===== src/rtl/object_pkg.sv =====
// Shared constants and descriptor type for the sprite-descriptor lookup.
// Group boundaries and base addresses describe the packed sprite-pixel ROM layout.
package object_pkg;

    localparam int NUM_OBJ = 36;
    localparam int ADDR_W  = 19;
    localparam int DIM_W   = 11;
    localparam int ID_W    = 6;

    localparam logic [ID_W-1:0] NUM_OBJ_ID = ID_W'(NUM_OBJ);
    localparam logic [ID_W-1:0] GRP1_ID    = 6'd10;
    localparam logic [ID_W-1:0] GRP2_ID    = 6'd18;
    localparam logic [ID_W-1:0] GRP3_ID    = 6'd30;
    localparam logic [ID_W-1:0] FG_ID      = 6'd34;
    localparam logic [ID_W-1:0] BG_ID      = 6'd35;

    localparam logic [ADDR_W-1:0] GRP0_BASE = 19'd0;
    localparam logic [ADDR_W-1:0] GRP1_BASE = 19'd2560;
    localparam logic [ADDR_W-1:0] GRP2_BASE = 19'd6656;
    localparam logic [ADDR_W-1:0] GRP3_BASE = 19'd9728;
    localparam logic [ADDR_W-1:0] FG_BASE   = 19'd13824;
    localparam logic [ADDR_W-1:0] BG_BASE   = 19'd15872;

    localparam logic [DIM_W-1:0] D16  = 11'd16;
    localparam logic [DIM_W-1:0] D32  = 11'd32;
    localparam logic [DIM_W-1:0] D64  = 11'd64;
    localparam logic [DIM_W-1:0] D480 = 11'd480;
    localparam logic [DIM_W-1:0] D640 = 11'd640;

    typedef struct packed {
        logic              valid;
        logic [DIM_W-1:0]  h;
        logic [DIM_W-1:0]  w;
        logic [ADDR_W-1:0] addr;
    } obj_desc_t;

    function automatic obj_desc_t mk_desc(input logic [DIM_W-1:0] h,
                                          input logic [DIM_W-1:0] w,
                                          input logic [ADDR_W-1:0] addr);
        obj_desc_t d;
        d.valid = 1'b1;
        d.h     = h;
        d.w     = w;
        d.addr  = addr;
        return d;
    endfunction

endpackage


===== src/rtl/object_table_if.sv =====
// Id-in / descriptor-out bundle between scene logic (master) and the lookup (slave).
interface object_table_if;
    import object_pkg::*;

    logic [ID_W-1:0]   id;
    logic [DIM_W-1:0]  h;
    logic [DIM_W-1:0]  w;
    logic [ADDR_W-1:0] addr;
    logic              valid;

    modport master (output id, input h, w, addr, valid);
    modport slave  (input id, output h, w, addr, valid);

endinterface


===== src/rtl/object_size_rom.sv =====
// Combinational id -> sprite descriptor decode; ids past the table return all zeros.
module object_size_rom
    import object_pkg::*;
(
    input  logic [ID_W-1:0] id_i,
    output obj_desc_t       desc_o
);

    // Within a group all sprites share a size, so the offset is a shift of the group index.
    always_comb begin
        desc_o = '0;
        if (id_i < GRP1_ID) begin
            desc_o = mk_desc(D16, D16, GRP0_BASE + (ADDR_W'(id_i) << 8));
        end else if (id_i < GRP2_ID) begin
            desc_o = mk_desc(D32, D16, GRP1_BASE + (ADDR_W'(id_i - GRP1_ID) << 9));
        end else if (id_i < GRP3_ID) begin
            desc_o = mk_desc(D16, D16, GRP2_BASE + (ADDR_W'(id_i - GRP2_ID) << 8));
        end else if (id_i < FG_ID) begin
            desc_o = mk_desc(D32, D32, GRP3_BASE + (ADDR_W'(id_i - GRP3_ID) << 10));
        end else if (id_i == FG_ID) begin
            desc_o = mk_desc(D32, D64, FG_BASE);
        end else if (id_i == BG_ID) begin
            desc_o = mk_desc(D480, D640, BG_BASE);
        end
    end

endmodule


===== src/rtl/object_table.sv =====
// Registered sprite-descriptor lookup: one-cycle latency, new id accepted every cycle.
module object_table
    import object_pkg::*;
(
    input  logic           clk,
    input  logic           rst_n,
    object_table_if.slave  bus
);

    obj_desc_t desc_d;
    obj_desc_t desc_q;

    object_size_rom u_rom (
        .id_i   (bus.id),
        .desc_o (desc_d)
    );

    always_ff @(posedge clk or negedge rst_n) begin
        if (!rst_n) begin
            desc_q <= '0;
        end else begin
            desc_q <= desc_d;
        end
    end

    assign bus.h     = desc_q.h;
    assign bus.w     = desc_q.w;
    assign bus.addr  = desc_q.addr;
    assign bus.valid = desc_q.valid;

endmodule


===== src/flat_wrapper.sv =====
// flat-port wrapper written by rule: the top's interface ports become plain ports
module object_table_flat import object_pkg::*;
  (clk, rst_n, bus_id, bus_h, bus_w, bus_addr, bus_valid);
  object_table_if bus_i ();
  input  logic clk;
  input  logic rst_n;
  input wire logic [$bits(bus_i.id)-1:0] bus_id;
  output wire logic [$bits(bus_i.h)-1:0] bus_h;
  output wire logic [$bits(bus_i.w)-1:0] bus_w;
  output wire logic [$bits(bus_i.addr)-1:0] bus_addr;
  output wire logic [$bits(bus_i.valid)-1:0] bus_valid;
  assign bus_i.id = bus_id;
  assign bus_h = bus_i.h;
  assign bus_w = bus_i.w;
  assign bus_addr = bus_i.addr;
  assign bus_valid = bus_i.valid;
  object_table u_core (.clk(clk), .rst_n(rst_n), .bus(bus_i));
endmodule

===== config.mk =====
export PLATFORM = sky130hd
export DESIGN_NAME = object_table_flat
export DESIGN_NICKNAME = d
export VERILOG_FILES = /design/src/rtl/object_pkg.sv /design/src/rtl/object_table_if.sv /design/src/rtl/object_size_rom.sv /design/src/rtl/object_table.sv /design/src/flat_wrapper.sv
export SDC_FILE = /design/constraint.sdc
export NUM_CORES = 1
export LEC_CHECK = 0
export ABC_AREA = 1
export BUFFER_PORTS_ARGS = -buffer_cell sky130_fd_sc_hd__buf_2
export CAP_MARGIN = 15
export CORE_MARGIN = 2
export CORE_UTILIZATION = 45
export CTS_CLUSTER_DIAMETER = 80
export DETAILED_ROUTE_END_ITERATION = 16
export PLACE_DENSITY = 0.76
export SYNTH_ARGS = -nofsm -noshare
export SYNTH_HDL_FRONTEND = slang
export SYNTH_SLANG_ARGS = --single-unit

===== constraint.sdc =====
create_clock -name clk -period 0.8 [get_ports clk]
set_clock_uncertainty 0.05 [all_clocks]
set_input_delay 0.04 -clock clk [delete_from_list [all_inputs] [get_ports clk]]
set_output_delay 0.04 -clock clk [all_outputs]
set_load 0.01 [all_outputs]

==> flow_summary.toml <==
[min_path]
holdPathEnd = "u_core.bus.w[6]"
hold_start = "bus_id[1]"
holdPathStages = 4
worstHoldPathType = "in -> reg"

[yosys]
yosys.area.top_type_share_pct = 30.2
synth_cell_type_count = 27
syn_avg_cell_area_um2 = 7.37
yosysSeqAreaShare_pct = 30.2
synthCells = 191
syn-cell-area_um2 = 1410
ys_ff_latch = 17
synthTopCellsByArea = "dfrtp_1 30%, buf_4 14%, nand2_1 12%, ha_1 8.0%, a21oi_1 5.7%"
yosysWarnings = 0
yosys.area.top_type = "dfrtp_1"

[cells_and_area]
syn2layout_area_growth_pct = 61.9
final_cells = 299
final_cell_mix = "41 x buf_4, 31 x nand2_1, 25 x buf_2"
n_fill_cell = 197
final_nets = 284
n_antenna_cell = 0
drive_above_1_share_pct = 58.3
fin_area_um2 = 2280
final_common_cell = "buf_4"

[die]
initial_utilization_pct = 46.9
dieHeight_um = 59.9
dieArea_um2 = 3590
rows = 20
core_um2 = 3000
fp.dieW_um = 59.9
ioPinCount = 50

[detailed_routing]
wl_per_cell_um = 14.1
via_per_inst = 5.14
drc_errors = 0
ant_nets = 0
wl_met1_mm = 1.56
drtPass1Iterations = 4
drtIter0Drc = 58
wl_met2_mm = 2.15
routed-wl-met3_um = 293
routed_wl_mm = 4.21
top_layer = "met4"
vias = 1537

[global_routing]
grt_pass1_wl_mm = 5.63
grt_overflow = 0
track_usage_pct = 21.1
grt_max_degree = 18
antenna_found_initial = 0
grt_pass1_vias = 1244

[timing]
post-route-period-util_pct = 124
timing.final.hold_violations = 0
rsz0062_at_grt = "yes"
slew_violations = 0
max_freq_ghz = 1.01
holdWs_ns = 0.0924
setup_ws_ns = -0.189
fin_crit_ns = 0.989
finalSetupViolations = 35

[cts]
cts_tree = "done"
numCtsBuffers = 3
cts.path.max_buffers = 2
htree_levels = 1
ctsRootBufferMaster = "clkbuf_4"
clkTransAtPathRegs_ns = 0.09
cts_sinks = 17

[pwr]
power.density_nw_per_um2 = 1170
irDropWorstVdd_uv = 629
comb_power_share_pct = 47.0
p_int_w = 0.00168
swShare_pct = 36.7
p_sw_w = 0.000975
power.sequential.fraction_pct = 36.1
leakagePower_nw = 1.18
clkPwrFrac_pct = 16.9

[placement]
portBuffers = 29
place_area_um2 = 1830
hpwl_mm = 2.58
gp_congestion = 0.985
numPlacedInstances = 277

[setup_path]
critPathMaxFanout = 4
required_ns = 0.98
critical_path_class = "in -> reg"
cp-start-kind = "input port"
arrival_ns = 1.16
crit_chain = "buf_12 -> buf_6 -> nor2_4 -> inv_2 -> nor2_4 -> o211ai_1 -> nand3_2 -> nand3_2 -> a21oi_2"
endpoint_kind = "flip-flop"
crit_path_top_delay_cell = "o211ai_1"
worst_path_largest_cell_delay_ns = 0.19

[outcome]
violations = "setup timing"
status = "finished, violations left"

[run]
maxCapViolCount = 0
power groups by stage:
stage          Combinational [W]  Sequential (W)  Clock (W)
2_1_floorplan           0.000592         0.00103          0
3_3_place_gp            0.000928        0.000977          0
3_5_place_dp            0.000937        0.000979          0
4_1_cts                  0.00107        0.000961   0.000446
5_1_grt                  0.00134        0.000970   0.000481
6_report                 0.00125        0.000960   0.000448
worst max path at each step:
stage	slack, ns	to	cells past startpoint	start
2_1_floorplan	-0.26	u_core.bus.addr[15]	9	bus_id[2]
3_3_place_gp	-0.51	u_core.bus.addr[9]	7	bus_id[1]
3_5_place_dp	-0.57	u_core.bus.addr[9]	7	bus_id[1]
4_1_cts	-0.13	bus_w[7]	1	u_core.bus.h[7]
5_1_grt	-0.24	u_core.bus.addr[12]	9	bus_id[2]
6_report	-0.19	u_core.bus.addr[12]	9	bus_id[2]
final cells by class:
| cell class | instances | area [um^2] | area share (%) |
|---|---|---|---|
| multi-input combinational | 144 | 1040 | 45.5 |
| inverter | 22 | 125 | 5.49 |
| tap | 33 | 41.3 | 1.81 |
| clock buffer | 3 | 22.5 | 0.988 |
| sequential | 17 | 425 | 18.7 |
| timing repair buffer | 79 | 622 | 27.3 |
| clock inverter | 1 | 5.00 | 0.220 |
flip-flops by register name (all words and copies together), names as in the netlist:
signal	flops
u_core.bus.addr	10
u_core.bus.h	3
u_core.bus.valid	1
u_core.bus.w	3
worst max-delay path: cells and delay by family:
kind,cells,cell delay [ns]
AOI/OAI and AO/OA,2,0.33
and+or+nand+nor,4,0.48
buffers and inverters,3,0.31
cell families after synthesis:
group / synth area share [%]
DFF: 30.2
buffers and inverters: 20.4
other: 0.266
and+or+nand+nor: 27.5
AOI/OAI and AO/OA: 11.2
xor gates and xnor gates: 2.49
adders and majority gates: 8.00
what timing repair did:
item,4_1_cts,5_1_grt
endpoints found under the hold margin,17,0
pin swaps,20,25
setup endpoints to repair,38,36
gates cloned,0,0
gates resized for setup,33,34
buffers inserted,9,8
hold buffers,1,0
metal layers:
layer,global-route usage (%),vias up
met5,0,-
met4,9.52,0
met3,2.81,22
met2,36.8,90
met1,25.6,709
li1,-,716
synth_stat cells, drive strengths merged:
cell type / count
or2: 1
o211ai: 2
a22oi: 1
o21bai: 1
nor4: 1
nand4: 2
nand2: 53
clkbuf: 1
inv: 22
conb: 1
o21ai: 7
buf: 26
xor2: 4
nor2: 10
dfrtp: 17
a21oi: 17
ha: 9
nand3: 16
per-stage QoR:
step                util (%)  total power (W)  setup WS, ns  TNS (ns)
finish                  75.9          0.00266        -0.189     -3.67
global route            75.9          0.00279        -0.238     -5.11
CTS                     68.9          0.00247        -0.132     -3.06
detailed placement      60.8          0.00192        -0.574     -7.68
global placement        60.8          0.00191        -0.514     -7.45
floorplan                  -          0.00162        -0.261     -2.23
(Power assumes the default switching activity.)
